$ cat src/rtl/seq_bcd2bin_converter.sv
// seq_bcd2bin_converter: sequential signed BCD to two's-complement converter using reverse double dabble
module seq_bcd2bin_converter #(
    parameter int NUM_DIGITS  = 4,
    parameter int WIDTH       = 14,
    parameter bit CHECK_PARAM = 1
) (
    input  logic             clk,
    input  logic             rst,
    input  logic             en,
    input  logic             start,
    input  logic             negative,
    input  logic [3:0]       bcd [NUM_DIGITS],
    output logic             busy,
    output logic             done,
    output logic [WIDTH-1:0] bin,
    output logic             overflow,
    output logic             invalid
);
    localparam int MAG_WIDTH = 4 * NUM_DIGITS;
    localparam int CW        = $clog2(MAG_WIDTH + 1);
    localparam int XW        = (MAG_WIDTH > WIDTH ? MAG_WIDTH : WIDTH) + 1;
    localparam logic [XW-1:0] NEG_LIM = XW'(1) << (WIDTH - 1);
    localparam logic [XW-1:0] POS_MAX = NEG_LIM - XW'(1);

    generate
        if (CHECK_PARAM && (NUM_DIGITS == 0 || WIDTH < 2)) begin : g_bad_param
            $fatal(1, "seq_bcd2bin_converter: NUM_DIGITS must be > 0 and WIDTH >= 2");
        end
    endgenerate

    typedef enum logic [1:0] {IDLE, SHIFT, FINAL} state_t;

    state_t                   state, state_n;
    logic [CW-1:0]            cnt;
    logic [2*MAG_WIDTH-1:0]   sr, stepped;
    logic [MAG_WIDTH-1:0]     load_bcd;
    logic                     any_bad, sign, inv_cap, sat;
    logic [XW-1:0]            mag;
    logic [WIDTH-1:0]         res;

    assign busy = state != IDLE;

    // Flatten the digit array and flag any non-decimal digit at capture time
    always_comb begin
        load_bcd = '0;
        any_bad  = 1'b0;
        for (int i = 0; i < NUM_DIGITS; i++) begin
            load_bcd[4*i +: 4] = bcd[i];
            any_bad            = any_bad | (bcd[i] > 4'd9);
        end
    end

    // One reverse double-dabble step: shift right, then pull each digit >= 8 back by 3
    always_comb begin
        stepped = sr >> 1;
        for (int i = 0; i < NUM_DIGITS; i++)
            if (stepped[MAG_WIDTH + 4*i +: 4] >= 4'd8)
                stepped[MAG_WIDTH + 4*i +: 4] = stepped[MAG_WIDTH + 4*i +: 4] - 4'd3;
    end

    // Apply sign and saturation to the finished magnitude; invalid input forces a zero result
    always_comb begin
        mag = XW'(sr[MAG_WIDTH-1:0]);
        sat = !inv_cap && (sign ? mag > NEG_LIM : mag > POS_MAX);
        res = inv_cap ? '0
            : sign ? (sat ? {1'b1, {(WIDTH-1){1'b0}}} : WIDTH'(XW'(0) - mag))
            : (sat ? {1'b0, {(WIDTH-1){1'b1}}} : WIDTH'(mag));
    end

    // Next-state logic
    always_comb begin
        state_n = (state == IDLE)  ? (start ? SHIFT : IDLE)
                : (state == SHIFT) ? (cnt == CW'(1) ? FINAL : SHIFT)
                : IDLE;
    end

    // State register, frozen while en is low
    always_ff @(posedge clk) begin
        if (rst)
            state <= IDLE;
        else if (en)
            state <= state_n;
    end

    // Datapath and output registers, frozen while en is low
    always_ff @(posedge clk) begin
        if (rst) begin
            cnt      <= '0;
            sr       <= '0;
            sign     <= 1'b0;
            inv_cap  <= 1'b0;
            done     <= 1'b0;
            bin      <= '0;
            overflow <= 1'b0;
            invalid  <= 1'b0;
        end else if (en) begin
            done <= state == FINAL;
            case (state)
                IDLE: if (start) begin
                    sr      <= {load_bcd, {MAG_WIDTH{1'b0}}};
                    sign    <= negative;
                    inv_cap <= any_bad;
                    cnt     <= CW'(MAG_WIDTH);
                end
                SHIFT: begin
                    sr  <= stepped;
                    cnt <= cnt - CW'(1);
                end
                FINAL: begin
                    bin      <= res;
                    overflow <= sat;
                    invalid  <= inv_cap;
                end
                default: ;
            endcase
        end
    end
endmodule

$ cat config.mk
export PLATFORM = sky130hd
export DESIGN_NAME = seq_bcd2bin_converter
export DESIGN_NICKNAME = d
export VERILOG_FILES = /design/src/rtl/seq_bcd2bin_converter.sv
export SDC_FILE = /design/constraint.sdc
export NUM_CORES = 1
export LEC_CHECK = 0
export ABC_AREA = 1
export BUFFER_PORTS_ARGS = -buffer_cell sky130_fd_sc_hd__buf_2
export CELL_PAD_IN_SITES_DETAIL_PLACEMENT = 1
export CELL_PAD_IN_SITES_GLOBAL_PLACEMENT = 1
export CORE_MARGIN = 1.5
export CORE_UTILIZATION = 45
export CTS_BUF_LIST = sky130_fd_sc_hd__clkbuf_16
export DETAILED_ROUTE_END_ITERATION = 10
export PLACE_DENSITY_LB_ADDON = 0.12
export SKIP_LAST_GASP = 1
export SLEW_MARGIN = 20
export SYNTH_ARGS = -nofsm -noshare
export SYNTH_HDL_FRONTEND = slang
export SYNTH_SLANG_ARGS = --single-unit
export TNS_END_PERCENT = 5
$ cat constraint.sdc
create_clock -name clk -period 2.6 [get_ports clk]
set_clock_uncertainty 0.15 [all_clocks]
set_input_delay 0.52 -clock clk [delete_from_list [all_inputs] [get_ports clk]]
set_output_delay 0.52 -clock clk [all_outputs]
set_load 0.1 [all_outputs]
==> results of run 1 <==
-- per-layer routing --
metal / vias to the layer above / track usage (%) / wire length, um
met3: 15 / 5.524 / 192
met5: - / 0 / 0
met4: 0 / 9.091 / 155
met1: 1437 / 27.50 / 3621
li1: 1506 / - / -
met2: 35 / 46.02 / 4552
-- Yosys cell counts, drive strengths merged --
library cell,number
o211ai,3
nor2,60
inv,44
clkbuf,8
nand3b,1
nand2,114
o22ai,1
a21oi,44
a2bb2oi,1
nand4,3
o2111ai,2
dfxtp,58
buf,8
ha,9
o21ai,22
xor2,2
and2,1
a21boi,1
and3,1
a31oi,10
nand3,28
xnor2,4
nor3,5
a221oi,1
clkinv,3
a211oi,5
-- how the worst max path moves through the flow --
stage | from | endpoint | slack (ns) | cells past startpoint
2_1_floorplan | state[0]$_SDFFE_PP0P_ | busy | 0.85 | 2
3_3_place_gp | en | bin[9]$_SDFFE_PP0P_ | 0.53 | 9
3_5_place_dp | en | bin[9]$_SDFFE_PP0P_ | 0.51 | 9
4_1_cts | sr[1]$_SDFFE_PP0P_ | bin[6]$_SDFFE_PP0P_ | 0.55 | 12
5_1_grt | sr[1]$_SDFFE_PP0P_ | bin[13]$_SDFFE_PP0P_ | 0.38 | 11
6_report | sr[1]$_SDFFE_PP0P_ | bin[6]$_SDFFE_PP0P_ | 0.60 | 12
-- worst max-delay path, cell delays in order, from the launching register on --
cell	delay, ns
dfxtp_1	0.32
inv_1	0.10
ha_1	0.20
nand2_1	0.10
nor2_2	0.19
nand2_1	0.07
nand2_1	0.07
nand2_2	0.11
nand2_2	0.23
and2_1	0.16
nor2_1	0.04
nor2_1	0.08
nor2_1	0.04
-- cell families after synthesis --
| family | share of synthesized area, % |
|---|---|
| simple gates | 30.97 |
| fa+ha+maj | 3.602 |
| buf+inv | 9.363 |
| compound gates | 17.25 |
| xor+xnor | 1.681 |
| flops | 37.13 |
-- flip-flops by register name, summed over array words and instances (netlist names) --
| name | cells |
|---|---|
| bin | 14 |
| sign | 1 |
| state | 2 |
| invalid | 1 |
| overflow | 1 |
| done | 1 |
| inv_cap | 1 |
| cnt | 5 |
| sr | 32 |
-- power by group --
part | leakage (nW) | internal [W] | switching [W]
Sequential | 0.471 | 0.000921 | 0.0000304
Combinational | 0.919 | 0.0000731 | 0.000154
Clock | 0.145 | 0.000721 | 0.000390
Total | 1.53 | 0.00172 | 0.000574
-- through the flow --
step                      std cells  hold slack, ns  instance area [um2]
final                           560          0.3127                 3617
after global routing            560          0.3221                 3617
after CTS                       560          0.3107                 3617
after detailed placement        545          0.3176                 3341
after global placement          545          0.2997                 3341
after floorplan                 439          0.2890                 3127
-- final cells by class --
class | count | area (um2)
multi-input cells | 318 | 1673
clock buffers | 9 | 225.2
clock inverters | 6 | 51.30
repair buffers | 42 | 220.2
inverters | 47 | 186.4
flip-flops and latches | 58 | 1161
well taps | 80 | 100.1
fillers | 901 | 3139
==> results.md, run 1 <==
* Outcome: finished, final reports clean
* Share of cells above drive strength 1 at between 10% and 20%
* YS warnings at 0
* Max-slew headroom at a little under two thirds
* Total Nets Final at about 510
* Hold/Removal Path Class: in2reg
* CP Data Arrival Time at just over 2 ns
* Yosys cell types at ~40
* Final hold vios at 0
* Measured slew at the worst slew-check pin at around 0.55 ns
* # diodes at 0
* Global-route wire length before repair at 14.41 mm
* IO buf count at 38
* Final worst slack at roughly 0.60 ns
* Max Cap Viol at 0
* Total GRT Usage at 24.79%
* #FFs+latches synth at 58
* Type of origin of the critical path: flip-flop
* PD cells at between 600 and 700 nW/um2
* Synth-to-layout area growth at 15.69%
* Number of clock sinks at 58
* Pleak at 1.535 nW
* First-pass detailed-route iteration total at 4
* Hold EP: sr[20]$_SDFFE_PP0P_
* Skew-Pair Late Insertion Delay at between 0.3 and 0.4 ns
* Hold depth at 3
* Synth Cell Area at roughly 3100 um2
* Tmin final at about 2 ns
* Drt first-iter violations at approximately 100
* Clk pin slew, worst setup/hold paths at 0.05 ns
* Vias in the first global route at roughly 3.1k
* CTS H-tree lvls at 3
* DRC violations left at 0
* GRT overflow at 0
* Setup TNS at 0 ns
* Maximum vdd ir drop at about 0.30 mV
* Total CTS buffers at 9
* Starting density of the core at between 40% and 50%
* CP max FO at 11
* Largest net degree at the start of global routing at 46
* WP data required at around 2.6 ns
* Post-CTS Hold Fix Bufs at 0
* CTS tree: done
* Die width at 86.36 um
* Top post-synthesis cells by area: dfxtp_1, nand2_1, nor2_1, a21oi_1, inv_1
* Rows at 30
* Cells after Synth at 439
* Worst R2R End: bin[6]$_SDFFE_PP0P_
* Fmax at around 500 MHz
* Most frequent cells in the layout: nand2_1, dfxtp_1, nor2_1, inv_1, buf_2
* Die span in y at around 86 um
* RSZ-0062 raised after global routing: false
* I/O pin count at 39
* Max Slew Vio Count at 0
* Clk buf depth at 2
* FF-to-FF path depth at 12
* Worst reg2reg path startpoint: sr[1]$_SDFFE_PP0P_
* Area of the die at around 7500 um2
* Root buffer cell: clkbuf_16
* Drt wl/cell at 15.22 um
* Post-route ant nets at 0
* Post-cts resize count at 0
* Seq/Total Area, Yosys at between 30% and 40%
* Commonest non-fill, non-tap cell in the layout: nand2_1
* Post-layout util at between 50% and 60%
* Worst slack, placed at around 0.51 ns
* Post-CTS Setup Bufs at 0
* DP Wirelength at just under 6 mm
* Core Footprint at about 6800 um2
* Kind of critical path: reg2reg
* Post-synth net total at between 400 and 500
* Via Count at 2993
* Synth top area share at between 30% and 40%
* Cell taking the most area after synthesis: dfxtp_1
* Syn avg cell area at 7.122 um2
* R2R setup slack at 0.60 ns
* Hold Startpoint: bcd[8]
* RePlAce Congestion at about 0.85
* Fin crit share at between 70% and 80%
* Vias per inst at around 5.3
* Power Total at 0.002289 W
* Final Setup Violations at 0
* Initial antenna violation count at 0
* WL final at 8.521 mm
* Kind of end point of the critical path: flip-flop
No activity file was read; power rests on OpenSTA's default activity.
==> inputs of run 2 (changes only) <==
- CORE_UTILIZATION: 45 -> 42
- clock period: 2.6 -> 1.9 ns (I/O delays scaled with it)
==> run 2 against run 1 <==
Critical path depth fell by 9. Routed wire length rose by 7.3%. Design area rose by 7.2%. Cell count rose by 7.0%. Clock power rose by 51%. Die area rose by 6.9%. Setup slack got worse by 0.54 ns. First-iteration DRC count fell by 30%. Hold slack got worse by 0.13 ns. Clock-buffer cell count did not move. Sequential power rose by 37%. Global-route usage fell by 0.43 points. Highest routed layer unchanged.
==> results.md, run 2 (same netlist as run 1, synthesis figures left out) <==
* Fmax at 542.8 MHz
* Kind of end point of the critical path: output port (was flip-flop)
* Global-route wire length before repair at 14.59 mm (was 14.41 mm)
* CP max FO at 4 (was 11)
* CTS H-tree lvls at 3 (unchanged)
* WP data required at 1.37 ns (was 2.64 ns)
* Max reg flops at 32 (unchanged)
* Largest net degree at the start of global routing at 46 (unchanged)
* Share of cells above drive strength 1 at 22.60% (was 18.33%)
* RePlAce Congestion at 0.8936 (was 0.8475)
* Hold Startpoint: bcd[0] (was bcd[8])
* CP Data Arrival Time at 1.31 ns (was 2.04 ns)
* Largest regs: sr (32), bin (14), cnt (5) (unchanged)
* Tmin final at about 1.8 ns
* Cells after DPL at 583 (was 545)
* Post-CTS Hold Fix Bufs at 0 (unchanged)
* Kind of critical path: reg2out (was reg2reg)
* Measured slew at the worst slew-check pin at 0.5050 ns (was 0.5456 ns)
* Max Cap Viol at 0 (unchanged)
* Area of the die at 7971 um2 (was 7457 um2)
* Max Slew Vio Count at 0 (unchanged)
* Total Nets Final at 526 (was 506)
* IO buf count at 38 (unchanged)
* Post-route ant nets at 0 (unchanged)
* Worst Setup SP: state[0]$_SDFFE_PP0P_ (was sr[1]$_SDFFE_PP0P_)
* Drt first-iter violations at 71 (was 102)
* Final Setup Violations at 0 (unchanged)
* Root buffer cell: clkbuf_16 (unchanged)
* Clk buf depth at 2 (unchanged)
* PD cells at 853.2 nW/um2 (was 632.9 nW/um2)
* Vias in the first global route at 3023 (was 3095)
* FF-to-FF path depth at 11 (was 12)
* DP Wirelength at 6.562 mm (was 5.885 mm)
* Die width at 89.28 um (was 86.36 um)
* Outcome: finished, final reports clean (unchanged)
* Vias per inst at 5.110 (was 5.345)
* CTS tree: done (unchanged)
* Total GRT Usage at 24.36% (was 24.79%)
* Fin crit share at 96.97%
* Skew-Pair Late Insertion Delay at 0.32 ns (about the same)
* Commonest non-fill, non-tap cell in the layout: nand2_1 (unchanged)
* Worst reg2reg path startpoint: sr[1]$_SDFFE_PP0P_ (unchanged)
* Pleak at 1.661 nW (was 1.535 nW)
* Final Non-Filler Cells at 599 (was 560)
* Hold depth at 3 (unchanged)
* I/O pin count at 39 (unchanged)
* Largest Register: sr (unchanged)
* Maximum vdd ir drop at 0.5010 mV (was 0.3022 mV)
* Core Footprint at 7214 um2 (was 6756 um2)
* Rows at 31 (was 30)
* Worst R2R End: bin[2]$_SDFFE_PP0P_ (was bin[6]$_SDFFE_PP0P_)
* First-pass detailed-route iteration total at 4 (unchanged)
* WL final at 9.145 mm (was 8.521 mm)
* Initial antenna violation count at 0 (unchanged)
* Clk pin slew, worst setup/hold paths at 0.05 ns (about the same)
* Die span in y at 89.28 um (was 86.36 um)
* DRC violations left at 0 (unchanged)
* Fillers at 968 (was 901)
* GRT overflow at 0 (unchanged)
* # diodes at 0 (unchanged)
* Number of clock sinks at 58 (unchanged)
* Drt wl/cell at 15.27 um (was 15.22 um)
* Most frequent cells in the layout: nand2_1, dfxtp_1, nor2_1, inv_1, buf_2 (unchanged)
* Cell area after layout at 3879 um2 (was 3617 um2)
* Placed inst area at 3532 um2 (was 3341 um2)
* RSZ-0062 raised after global routing: true (was false)
* Starting density of the core at 43.34% (was 46.28%)
* Type of origin of the critical path: flip-flop (unchanged)
* Via Count at 3061 (was 2993)
* Max-slew headroom at 66.56% (was 63.63%)
* Hold EP: sr[28]$_SDFFE_PP0P_ (was sr[20]$_SDFFE_PP0P_)
* Synth-to-layout area growth at 24.05% (was 15.69%)
* Final hold vios at 0 (unchanged)
* Hold/Removal Path Class: in2reg (unchanged)
* R2R setup slack at 0.10 ns (was 0.60 ns)
* Total CTS buffers at 9 (unchanged)
-- run 2: metal layers --
metal  vias to the layer above  track usage [%]  routed length (um)
li1                       1545                -                   -
met3                         6            4.709                 208
met2                        34            44.36                4736
met1                      1476            29.45                4129
met4                         0            5.874                  70
met5                         -                0                   0
-- run 2: worst max-delay path by stage --
stage | to | slack, ns
after floorplan | bin[0]$_SDFFE_PP0P_ | 0.26
after global placement | bin[1]$_SDFFE_PP0P_ | 0.12
after detailed placement | bin[1]$_SDFFE_PP0P_ | 0.03
after CTS | bin[1]$_SDFFE_PP0P_ | 0.005
after global routing | bin[2]$_SDFFE_PP0P_ | -0.03
final | busy | 0.06
-- run 2: area by class of cell --
| class | instances | area (um2) | share of cell area [%] |
|---|---|---|---|
| clock buffers | 9 | 225.2 | 5.806 |
| clock inverters | 6 | 75.07 | 1.935 |
| inverters | 47 | 186.4 | 4.806 |
| multi-input cells | 318 | 1710 | 44.10 |
| flip-flops and latches | 58 | 1162 | 29.97 |
| well taps | 99 | 123.9 | 3.194 |
| repair buffers | 62 | 395.4 | 10.19 |
-- run 2: critical path, cell delays in order, from the launching register on --
cell and delay (ns):
dfxtp_1 0.43, nor2_2 0.09, inv_1 0.05, buf_2 0.41
-- run 2: per-stage QoR --
step	power [W]	hold WS, ns	setup TNS [ns]	setup WS [ns]	util [%]
finish	0.003309	0.1851	0	0.05764	53.76
global route	0.003427	0.1850	-0.05215	-0.02751	53.76
CTS	0.003328	0.1803	0	0.005290	53.12
detailed placement	0.001657	0.3031	0	0.02539	48.96
global placement	0.001642	0.2967	0	0.1163	48.96
floorplan	0.001554	0.2890	0	0.2641	-
-- run 2: timing repair --
action	CTS	global route
setup buffers	0	1
gates resized for setup	0	10
endpoints found under the setup margin	0	14
-- run 2: report_power, final --
part           internal (W)  switching [W]  total, W
Combinational      0.000112       0.000221  0.000332
Clock               0.00112       0.000554   0.00168
Sequential          0.00126      0.0000418   0.00130
